### config.mk
export PLATFORM = sky130hd
export DESIGN_NAME = cpu_inf_router_flat
export DESIGN_NICKNAME = d
export VERILOG_FILES = /design/src/rtl/cpu_inf_pkg.sv /design/src/rtl/cpu_inf_router_if.sv /design/src/rtl/cpu_inf_rd_fsm.sv /design/src/rtl/cpu_inf_router.sv /design/src/flat_wrapper.sv
export SDC_FILE = /design/constraint.sdc
export NUM_CORES = 1
export LEC_CHECK = 0
export CELL_PAD_IN_SITES_DETAIL_PLACEMENT = 1
export CELL_PAD_IN_SITES_GLOBAL_PLACEMENT = 1
export CORE_MARGIN = 1
export CORE_UTILIZATION = 35
export CTS_BUF_LIST = sky130_fd_sc_hd__clkbuf_8
export DETAILED_ROUTE_END_ITERATION = 10
export DONT_BUFFER_PORTS = 1
export PLACE_DENSITY_LB_ADDON = 0.1
export RECOVER_POWER = 100
export REMOVE_ABC_BUFFERS = 1
export SLEW_MARGIN = 20
export SYNTH_ARGS = -nofsm -noshare
export SYNTH_HDL_FRONTEND = slang
export SYNTH_SLANG_ARGS = --single-unit
### constraint.sdc
create_clock -name S_AXI_ACLK -period 1.85 [get_ports S_AXI_ACLK]
set_input_delay 0.37 -clock S_AXI_ACLK [delete_from_list [all_inputs] [get_ports S_AXI_ACLK]]
set_output_delay 0.37 -clock S_AXI_ACLK [all_outputs]
set_load 0.005 [all_outputs]
### src/rtl/cpu_inf_pkg.sv
// Shared constants for the CPU register-space router: slot map, read FSM encodings,
// default bus geometry and the block version word.
package cpu_inf_pkg;

    localparam int C_DEF_DATA_W  = 32;
    localparam int C_DEF_ADDR_W  = 12;
    localparam int C_DEF_N_SLOTS = 5;

    // Slot select values of the peripheral register banks behind the router
    localparam int C_COMMON_BASE = 0;
    localparam int C_GPIO_BASE   = 1;
    localparam int C_PWM_BASE    = 2;
    localparam int C_I2C_BASE    = 3;
    localparam int C_SPI_BASE    = 4;

    localparam logic [31:0] C_VERSION = 32'h0001_0000;

    typedef logic [1:0] rd_state_t;

    localparam rd_state_t S_IDLE = 2'd0;
    localparam rd_state_t S_WAIT = 2'd1;
    localparam rd_state_t S_RESP = 2'd2;

endpackage

### src/rtl/cpu_inf_router_if.sv
// Bus bundle between the AXI-lite slave shell, the router and the slot register banks.
// The slave modport is the router's view; master is the shell/bank side.
interface cpu_inf_router_if
    import cpu_inf_pkg::*;
#(
    parameter int DW = C_DEF_DATA_W,
    parameter int AW = C_DEF_ADDR_W,
    parameter int NS = C_DEF_N_SLOTS
);
    logic [AW-1:0]    S_AXI_AWADDR;
    logic [AW-1:0]    S_AXI_ARADDR;
    logic             slv_reg_wren;
    logic             slv_reg_rden;
    logic [NS-1:0]    slot_wren;
    logic [NS-1:0]    slot_rden;
    logic [NS-1:0]    slot_rack;
    logic [NS*DW-1:0] slot_rdata;
    logic [DW-1:0]    S_AXI_RDATA;
    logic             rd_done;
    logic             rd_err;
    logic             wr_err;
    logic             rd_busy;

    modport slave (
        input  S_AXI_AWADDR, S_AXI_ARADDR, slv_reg_wren, slv_reg_rden, slot_rack, slot_rdata,
        output slot_wren, slot_rden, S_AXI_RDATA, rd_done, rd_err, wr_err, rd_busy
    );

    modport master (
        output S_AXI_AWADDR, S_AXI_ARADDR, slv_reg_wren, slv_reg_rden, slot_rack, slot_rdata,
        input  slot_wren, slot_rden, S_AXI_RDATA, rd_done, rd_err, wr_err, rd_busy
    );

endinterface

### src/rtl/cpu_inf_rd_fsm.sv
// Read sequencer: issues a one-cycle slot read strobe, waits a bounded number of
// cycles for the selected slot's acknowledge, then reports data and status.
module cpu_inf_rd_fsm
    import cpu_inf_pkg::*;
#(
    parameter int DW      = 32,
    parameter int SEL_W   = 4,
    parameter int N_SLOTS = 5,
    parameter int TIMEOUT = 15
)(
    input  logic               clk,
    input  logic               rst_n,
    input  logic               i_rden,
    input  logic               i_mapped,
    input  logic [SEL_W-1:0]   i_sel,
    input  logic               i_rack,
    input  logic [DW-1:0]      i_rdata,
    output logic [SEL_W-1:0]   o_sel_q,
    output logic [N_SLOTS-1:0] o_slot_rden,
    output logic [DW-1:0]      o_rdata,
    output logic               o_done,
    output logic               o_err,
    output logic               o_busy,
    output logic               o_drop
);

    rd_state_t          r_state;
    logic [7:0]         r_cnt;
    logic [SEL_W-1:0]   r_sel;
    logic [N_SLOTS-1:0] r_slot_rden;
    logic [DW-1:0]      r_rdata;
    logic               r_err;
    logic               r_done;
    logic               r_rd_err;

    // An acknowledge arriving in the final permitted wait cycle still counts as success
    always_ff @(posedge clk or negedge rst_n) begin
        if (!rst_n) begin
            r_state     <= S_IDLE;
            r_cnt       <= '0;
            r_sel       <= '0;
            r_slot_rden <= '0;
            r_rdata     <= '0;
            r_err       <= 1'b0;
            r_done      <= 1'b0;
            r_rd_err    <= 1'b0;
        end else begin
            r_slot_rden <= '0;
            r_done      <= 1'b0;
            r_rd_err    <= 1'b0;
            case (r_state)
                S_IDLE: begin
                    r_cnt <= '0;
                    if (i_rden) begin
                        if (i_mapped) begin
                            r_sel       <= i_sel;
                            r_slot_rden <= N_SLOTS'(1) << i_sel;
                            r_state     <= S_WAIT;
                        end else begin
                            r_rdata <= '0;
                            r_err   <= 1'b1;
                            r_state <= S_RESP;
                        end
                    end
                end
                S_WAIT: begin
                    if (i_rack) begin
                        r_rdata <= i_rdata;
                        r_err   <= 1'b0;
                        r_state <= S_RESP;
                    end else if (r_cnt == 8'(TIMEOUT - 1)) begin
                        r_rdata <= '0;
                        r_err   <= 1'b1;
                        r_state <= S_RESP;
                    end else begin
                        r_cnt <= r_cnt + 8'd1;
                    end
                end
                S_RESP: begin
                    r_done   <= 1'b1;
                    r_rd_err <= r_err;
                    r_cnt    <= '0;
                    r_state  <= S_IDLE;
                end
                default: r_state <= S_IDLE;
            endcase
        end
    end

    assign o_sel_q     = r_sel;
    assign o_slot_rden = r_slot_rden;
    assign o_rdata     = r_rdata;
    assign o_done      = r_done;
    assign o_err       = r_rd_err;
    assign o_busy      = (r_state != S_IDLE);
    assign o_drop      = i_rden & o_busy;

endmodule

### src/rtl/cpu_inf_router.sv
// AXI-lite register-space router: slot decode, write fan-out, read data mux and status.
// Define CPU_INF_ERR_CNT_EN to add the saturating err_cnt / err_cnt_clr error counter.
module cpu_inf_router
    import cpu_inf_pkg::*;
#(
    parameter int C_S_AXI_DATA_WIDTH = C_DEF_DATA_W,
    parameter int C_S_AXI_ADDR_WIDTH = C_DEF_ADDR_W,
    parameter int SLOT_LSB           = 8,
    parameter int SEL_W              = 4,
    parameter int N_SLOTS            = C_DEF_N_SLOTS,
    parameter int TIMEOUT            = 15
)(
    input  logic                   S_AXI_ACLK,
    input  logic                   S_AXI_ARESETN,
`ifdef CPU_INF_ERR_CNT_EN
    input  logic                   err_cnt_clr,
    output logic [15:0]            err_cnt,
`endif
    cpu_inf_router_if.slave        bus
);

    localparam int DW = C_S_AXI_DATA_WIDTH;

    logic [SEL_W-1:0]   w_wr_sel;
    logic [SEL_W-1:0]   w_rd_sel;
    logic [SEL_W-1:0]   w_sel_q;
    logic               w_wr_mapped;
    logic               w_rd_mapped;
    logic               w_rack;
    logic [DW-1:0]      w_rdata_mux;
    logic [N_SLOTS-1:0] w_slot_rden;
    logic [DW-1:0]      w_rdata;
    logic               w_rd_done;
    logic               w_rd_err;
    logic               w_busy;
    logic               w_drop;
    logic               r_wr_err;
    logic               w_unused;

    assign w_wr_sel    = bus.S_AXI_AWADDR[SLOT_LSB +: SEL_W];
    assign w_rd_sel    = bus.S_AXI_ARADDR[SLOT_LSB +: SEL_W];
    assign w_wr_mapped = int'(w_wr_sel) < N_SLOTS;
    assign w_rd_mapped = int'(w_rd_sel) < N_SLOTS;

    assign bus.slot_wren = (bus.slv_reg_wren && w_wr_mapped) ? (N_SLOTS'(1) << w_wr_sel) : '0;

    // Only the slot latched for the current read may acknowledge it
    assign w_rack      = |(bus.slot_rack & (N_SLOTS'(1) << w_sel_q));
    assign w_rdata_mux = bus.slot_rdata[int'(w_sel_q) * DW +: DW];

    always_ff @(posedge S_AXI_ACLK or negedge S_AXI_ARESETN) begin
        if (!S_AXI_ARESETN) begin
            r_wr_err <= 1'b0;
        end else begin
            r_wr_err <= bus.slv_reg_wren & ~w_wr_mapped;
        end
    end

    cpu_inf_rd_fsm #(
        .DW      (DW),
        .SEL_W   (SEL_W),
        .N_SLOTS (N_SLOTS),
        .TIMEOUT (TIMEOUT)
    ) u_rd_fsm (
        .clk         (S_AXI_ACLK),
        .rst_n       (S_AXI_ARESETN),
        .i_rden      (bus.slv_reg_rden),
        .i_mapped    (w_rd_mapped),
        .i_sel       (w_rd_sel),
        .i_rack      (w_rack),
        .i_rdata     (w_rdata_mux),
        .o_sel_q     (w_sel_q),
        .o_slot_rden (w_slot_rden),
        .o_rdata     (w_rdata),
        .o_done      (w_rd_done),
        .o_err       (w_rd_err),
        .o_busy      (w_busy),
        .o_drop      (w_drop)
    );

    assign bus.slot_rden   = w_slot_rden;
    assign bus.S_AXI_RDATA = w_rdata;
    assign bus.rd_done     = w_rd_done;
    assign bus.rd_err      = w_rd_err;
    assign bus.wr_err      = r_wr_err;
    assign bus.rd_busy     = w_busy;

`ifdef CPU_INF_ERR_CNT_EN
    logic [15:0] r_err_cnt;
    logic [16:0] w_err_sum;

    // Several error events may land in one cycle; all are counted, saturating at all-ones
    assign w_err_sum = {1'b0, r_err_cnt} + 17'(w_rd_err) + 17'(r_wr_err) + 17'(w_drop);

    always_ff @(posedge S_AXI_ACLK or negedge S_AXI_ARESETN) begin
        if (!S_AXI_ARESETN) begin
            r_err_cnt <= '0;
        end else if (err_cnt_clr) begin
            r_err_cnt <= '0;
        end else if (w_err_sum[16]) begin
            r_err_cnt <= 16'hFFFF;
        end else begin
            r_err_cnt <= w_err_sum[15:0];
        end
    end

    assign err_cnt = r_err_cnt;
`endif

    assign w_unused = ^{bus.S_AXI_AWADDR, bus.S_AXI_ARADDR, w_drop};

endmodule
### src/flat_wrapper.sv
// flat-port wrapper written by rule: the top's interface ports become plain ports
module cpu_inf_router_flat import cpu_inf_pkg::*;
#(
    parameter int C_S_AXI_DATA_WIDTH = C_DEF_DATA_W,
    parameter int C_S_AXI_ADDR_WIDTH = C_DEF_ADDR_W,
    parameter int SLOT_LSB           = 8,
    parameter int SEL_W              = 4,
    parameter int N_SLOTS            = C_DEF_N_SLOTS,
    parameter int TIMEOUT            = 15
)
  (S_AXI_ACLK, S_AXI_ARESETN, bus_S_AXI_AWADDR, bus_S_AXI_ARADDR, bus_slv_reg_wren, bus_slv_reg_rden, bus_slot_rack, bus_slot_rdata, bus_slot_wren, bus_slot_rden, bus_S_AXI_RDATA, bus_rd_done, bus_rd_err, bus_wr_err, bus_rd_busy);
  cpu_inf_router_if bus_i ();
  input  logic S_AXI_ACLK;
  input  logic S_AXI_ARESETN;
  input wire logic [$bits(bus_i.S_AXI_AWADDR)-1:0] bus_S_AXI_AWADDR;
  input wire logic [$bits(bus_i.S_AXI_ARADDR)-1:0] bus_S_AXI_ARADDR;
  input wire logic [$bits(bus_i.slv_reg_wren)-1:0] bus_slv_reg_wren;
  input wire logic [$bits(bus_i.slv_reg_rden)-1:0] bus_slv_reg_rden;
  input wire logic [$bits(bus_i.slot_rack)-1:0] bus_slot_rack;
  input wire logic [$bits(bus_i.slot_rdata)-1:0] bus_slot_rdata;
  output wire logic [$bits(bus_i.slot_wren)-1:0] bus_slot_wren;
  output wire logic [$bits(bus_i.slot_rden)-1:0] bus_slot_rden;
  output wire logic [$bits(bus_i.S_AXI_RDATA)-1:0] bus_S_AXI_RDATA;
  output wire logic [$bits(bus_i.rd_done)-1:0] bus_rd_done;
  output wire logic [$bits(bus_i.rd_err)-1:0] bus_rd_err;
  output wire logic [$bits(bus_i.wr_err)-1:0] bus_wr_err;
  output wire logic [$bits(bus_i.rd_busy)-1:0] bus_rd_busy;
  assign bus_i.S_AXI_AWADDR = bus_S_AXI_AWADDR;
  assign bus_i.S_AXI_ARADDR = bus_S_AXI_ARADDR;
  assign bus_i.slv_reg_wren = bus_slv_reg_wren;
  assign bus_i.slv_reg_rden = bus_slv_reg_rden;
  assign bus_i.slot_rack = bus_slot_rack;
  assign bus_i.slot_rdata = bus_slot_rdata;
  assign bus_slot_wren = bus_i.slot_wren;
  assign bus_slot_rden = bus_i.slot_rden;
  assign bus_S_AXI_RDATA = bus_i.S_AXI_RDATA;
  assign bus_rd_done = bus_i.rd_done;
  assign bus_rd_err = bus_i.rd_err;
  assign bus_wr_err = bus_i.wr_err;
  assign bus_rd_busy = bus_i.rd_busy;
  cpu_inf_router #(.C_S_AXI_DATA_WIDTH(C_S_AXI_DATA_WIDTH), .C_S_AXI_ADDR_WIDTH(C_S_AXI_ADDR_WIDTH), .SLOT_LSB(SLOT_LSB), .SEL_W(SEL_W), .N_SLOTS(N_SLOTS), .TIMEOUT(TIMEOUT)) u_core (.S_AXI_ACLK(S_AXI_ACLK), .S_AXI_ARESETN(S_AXI_ARESETN), .bus(bus_i));
endmodule
==> results.yml <==
outcome:
  status: "finished with violations"
  failed_checks: "negative setup slack"
placement:
  finalWeightedCongestion: 0.7707
  detailed_placement_wirelength_estimate_um: 7974
  postPlaceCellArea_mm2: 0.003665
  io_buffers: 0
final_layout:
  flow.area_growth_from_synthesis_pct: 15.76
  fin_nets: 478
  design_area_mm2: 0.003951
  drive_above_1_share: 0.3380
  n_fill_cell: 973
  multi_input_comb_area_mm2: 0.001941
  final-seq-area_mm2: 0.001379
floorplanning:
  die_width_um: 100.8
  fp.coreArea_mm2: 0.009328
  std_cell_rows: 35
  fp.dieH_um: 100.8
  top_level_ports: 239
  die_area_mm2: 0.01015
  start_util: 0.3659
timing:
  setup_viol: 33
  min_period_ns: 1.970
  final.setup.worst_slack_ns: -0.1203
  worst-slew-pin-transition_ns: 0.8067
  slew_viol_final: 0
  timing.final.crit_share: 1.065
  timing.max_slew.rel_slack: 0.4622
  fin_skew_ns: 0.01268
  setup_tns_after_final_layout_ns: -3.351
  setup_repair_after_global_routing_missed_its_margin: "yes"
  timing.final.hold_violations: 0
  clock.fmax_mhz: 507.5
clocking:
  cts_tree: "done"
  cts_root_buf: "sky130_fd_sc_hd__clkbuf_8"
  worst_skew_pair.late_latency_ns: 0.31
  clock_buffer_count_from_cts: 5
  htree_num_levels: 2
  clock_sink_count: 55
  path_clk_slew_ns: 0.10
  cts-root-to-sink-buffers: 2
global_route:
  grt_pass1_wl_um: 15690
  pin_count_of_the_biggest_net_entering_global_routing: 56
  vias_in_the_first_global_route: 2766
  grt_antenna_before_repair: 3
  grt.total_usage: 0.2078
  grt_overflow_total: 0
critical_path:
  setup_crit_end_kind: "flop"
  critical_path_peak_fanout: 11
  timing.critical_path.arrival_ns: 2.16
  crit_path_start_kind: "flop"
  critical_path_required_ns: 2.04
  path_class: "reg -> reg"
route:
  routed_wl_um: 10610
  dr_total_vias: 2466
  remaining_drc_errors: 0
  detail_route.first_pass.iterations: 4
  final_antenna_net_count: 0
  drt-initial-drc-count: 97
  drt-wirelength-per-cell_um: 25.62
  vias_per_cell: 5.957
synth:
  ys_top_cells_by_count: "sky130_fd_sc_hd__dfrtp_1, sky130_fd_sc_hd__a22oi_1, sky130_fd_sc_hd__mux4_2"
  synth_compound_area_frac: 0.2020
  synthesis.yosys.warnings: 0
  yosys.cell_count.top_type: "sky130_fd_sc_hd__dfrtp_1"
  syn_avg_cell_area_um2: 12.78
  synth_edf_count: 0
  synth.area.mux_share: 0.2229
  synth_ff_type: "sky130_fd_sc_hd__dfrtp_1"
  yosysSeqAreaShare: 0.4032
  yosys.area.top_type_share: 0.4032
  simple_gate_portion_of_the_synthesized_area: 0.1015
  synthTopCellsByArea: "sky130_fd_sc_hd__dfrtp_1, sky130_fd_sc_hd__mux4_2, sky130_fd_sc_hd__a22oi_1, sky130_fd_sc_hd__o2bb2ai_1, sky130_fd_sc_hd__o2bb2ai_2"
  post_synth_xor_area_fraction: 0.01283
  yosysTopAreaCell: "sky130_fd_sc_hd__dfrtp_1"
  syn_area_mm2: 0.003413
  ys_async_sr_fraction: 1.000
  syn_inst: 267
  post_synth_fa_ha_maj_area_fraction: 0.007331
  synth-seq-cells: 55
  combinational_family_with_the_most_area_after_synthesis: "multiplexers"
  netlist-cell-type-count: 42
worst_hold_path:
  hold_class: "in -> reg"
flow_run:
  max-cap-violations: 0
pwr:
  cellPowerDensity_mw_per_mm2: 1529
  maximum_vdd_ir_drop_mv: 0.5833
  leakage_power_of_the_design_nw: 1.607
-- flip-flops by register name, summed over array words and instances (netlist names) --
signal,flops
u_core.u_rd_fsm.o_done,1
u_core.u_rd_fsm.o_rdata,32
u_core.u_rd_fsm.o_err,1
u_core.u_rd_fsm.o_slot_rden,5
u_core.bus.wr_err,1
u_core.u_rd_fsm.o_sel_q,4
u_core.u_rd_fsm.r_state,2
u_core.u_rd_fsm.r_cnt,8
u_core.u_rd_fsm.r_err,1
-- path summary, 6_finish.rpt --
check,to,slack [ns],cells past startpoint,start
worst min register to register,u_core.u_rd_fsm.o_err,0.50,1,u_core.u_rd_fsm.r_err
worst max-delay path,u_core.u_rd_fsm.o_rdata[19],-0.12,8,u_core.u_rd_fsm.r_cnt[0]
worst max register to register,u_core.u_rd_fsm.o_rdata[19],-0.12,8,u_core.u_rd_fsm.r_cnt[0]
max in group asynchronous,u_core.u_rd_fsm.o_sel_q[1],0.52,2,S_AXI_ARESETN
worst min-delay path,u_core.u_rd_fsm.o_slot_rden[2],0.11,1,bus_S_AXI_ARADDR[8]
min in group asynchronous,u_core.u_rd_fsm.o_rdata[16],0.75,2,S_AXI_ARESETN
-- cell families (layout without fill, tap and decap cells) --
kind of cell / count (synthesis) / in the layout
fa+ha+maj: 2 / 2
simple gates: 63 / 63
other cells: 0 / 1
buf+inv: 28 / 45
flops: 55 / 55
xor+xnor: 5 / 5
mux: 36 / 36
compound gates: 78 / 78
-- cells in the final DEF (no fill, tap or decap), types with 3 or more instances in the layout --
cell type	synthesis	layout
sky130_fd_sc_hd__clkbuf_8	0	7
sky130_fd_sc_hd__xnor2_1	4	3
sky130_fd_sc_hd__nand2b_1	5	5
sky130_fd_sc_hd__a22oi_1	32	32
sky130_fd_sc_hd__o2bb2ai_2	10	11
sky130_fd_sc_hd__buf_12	0	5
sky130_fd_sc_hd__inv_1	5	6
sky130_fd_sc_hd__mux2i_1	4	3
sky130_fd_sc_hd__nand3_1	3	3
sky130_fd_sc_hd__buf_4	0	22
sky130_fd_sc_hd__and3_1	4	3
sky130_fd_sc_hd__mux4_2	32	32
sky130_fd_sc_hd__dfrtp_1	55	53
sky130_fd_sc_hd__o2bb2ai_1	22	21
sky130_fd_sc_hd__nor4b_1	3	3
sky130_fd_sc_hd__nor2_1	14	14
sky130_fd_sc_hd__o21a_1	3	3
sky130_fd_sc_hd__nand2_1	13	13
-- critical path, stage by stage, from the launching register on --
cell and delay (ns):
sky130_fd_sc_hd__dfrtp_1 0.39, sky130_fd_sc_hd__inv_1 0.06, sky130_fd_sc_hd__ha_1 0.14, sky130_fd_sc_hd__nor3b_4 0.21, sky130_fd_sc_hd__a21oi_2 0.10, sky130_fd_sc_hd__a2111oi_2 0.32
sky130_fd_sc_hd__a21bo_4 0.33, sky130_fd_sc_hd__buf_12 0.16, sky130_fd_sc_hd__o2bb2ai_1 0.12
-- timing repair --
item | 4_1_cts | 5_1_grt
endpoints found under the setup margin | 36 | 41
pin swaps | 1 | 2
hold buffers | 2 | 0
endpoints found under the hold margin | 55 | 0
cloned | 2 | 0
gates resized for setup | 13 | 6
setup buffers | 1 | 4
-- metrics by stage --
stage	total power, mW	hold slack, ns	std cells	setup WS [ns]	util
final	6.041	0.1124	414	-0.1203	0.4236
after global routing	6.446	0.09485	413	-0.1921	0.4233
after CTS	6.027	0.1051	409	-0.1094	0.4193
after detailed placement	5.021	0.07606	396	-0.2927	0.3929
after global placement	4.963	0.07658	396	-0.2249	0.3929
after floorplan	4.023	0.07441	244	-1.627	-
-- cell type report --
type	instances	share of cell area
antenna	1	0.0006333
clock buffer	7	0.02438
clock inverter	1	0.0009500
inverter	5	0.004750
multi-input combinational	184	0.4911
sequential	55	0.3490
tap	129	0.04085
timing repair buffer	32	0.08835
-- where the power goes --
group / leakage, nW / internal [mW] / switching, mW
clock network: 0.0557 / 0.338 / 0.402
logic: 0.808 / 1.77 / 1.48
registers: 0.744 / 1.62 / 0.426
-- routing by layer --
metal | vias up | share of wire | wire length (um) | track usage
met1 | 1234 | 0.40 | 4238 | 0.2469
met2 | 114 | 0.51 | 5459 | 0.3762
li1 | 1100 | - | - | -
met4 | 4 | 0.0086 | 91 | 0.03902
met5 | - | 0.0029 | 31 | 0
met3 | 14 | 0.074 | 786 | 0.05825
Power figures use the tool's default switching activity.
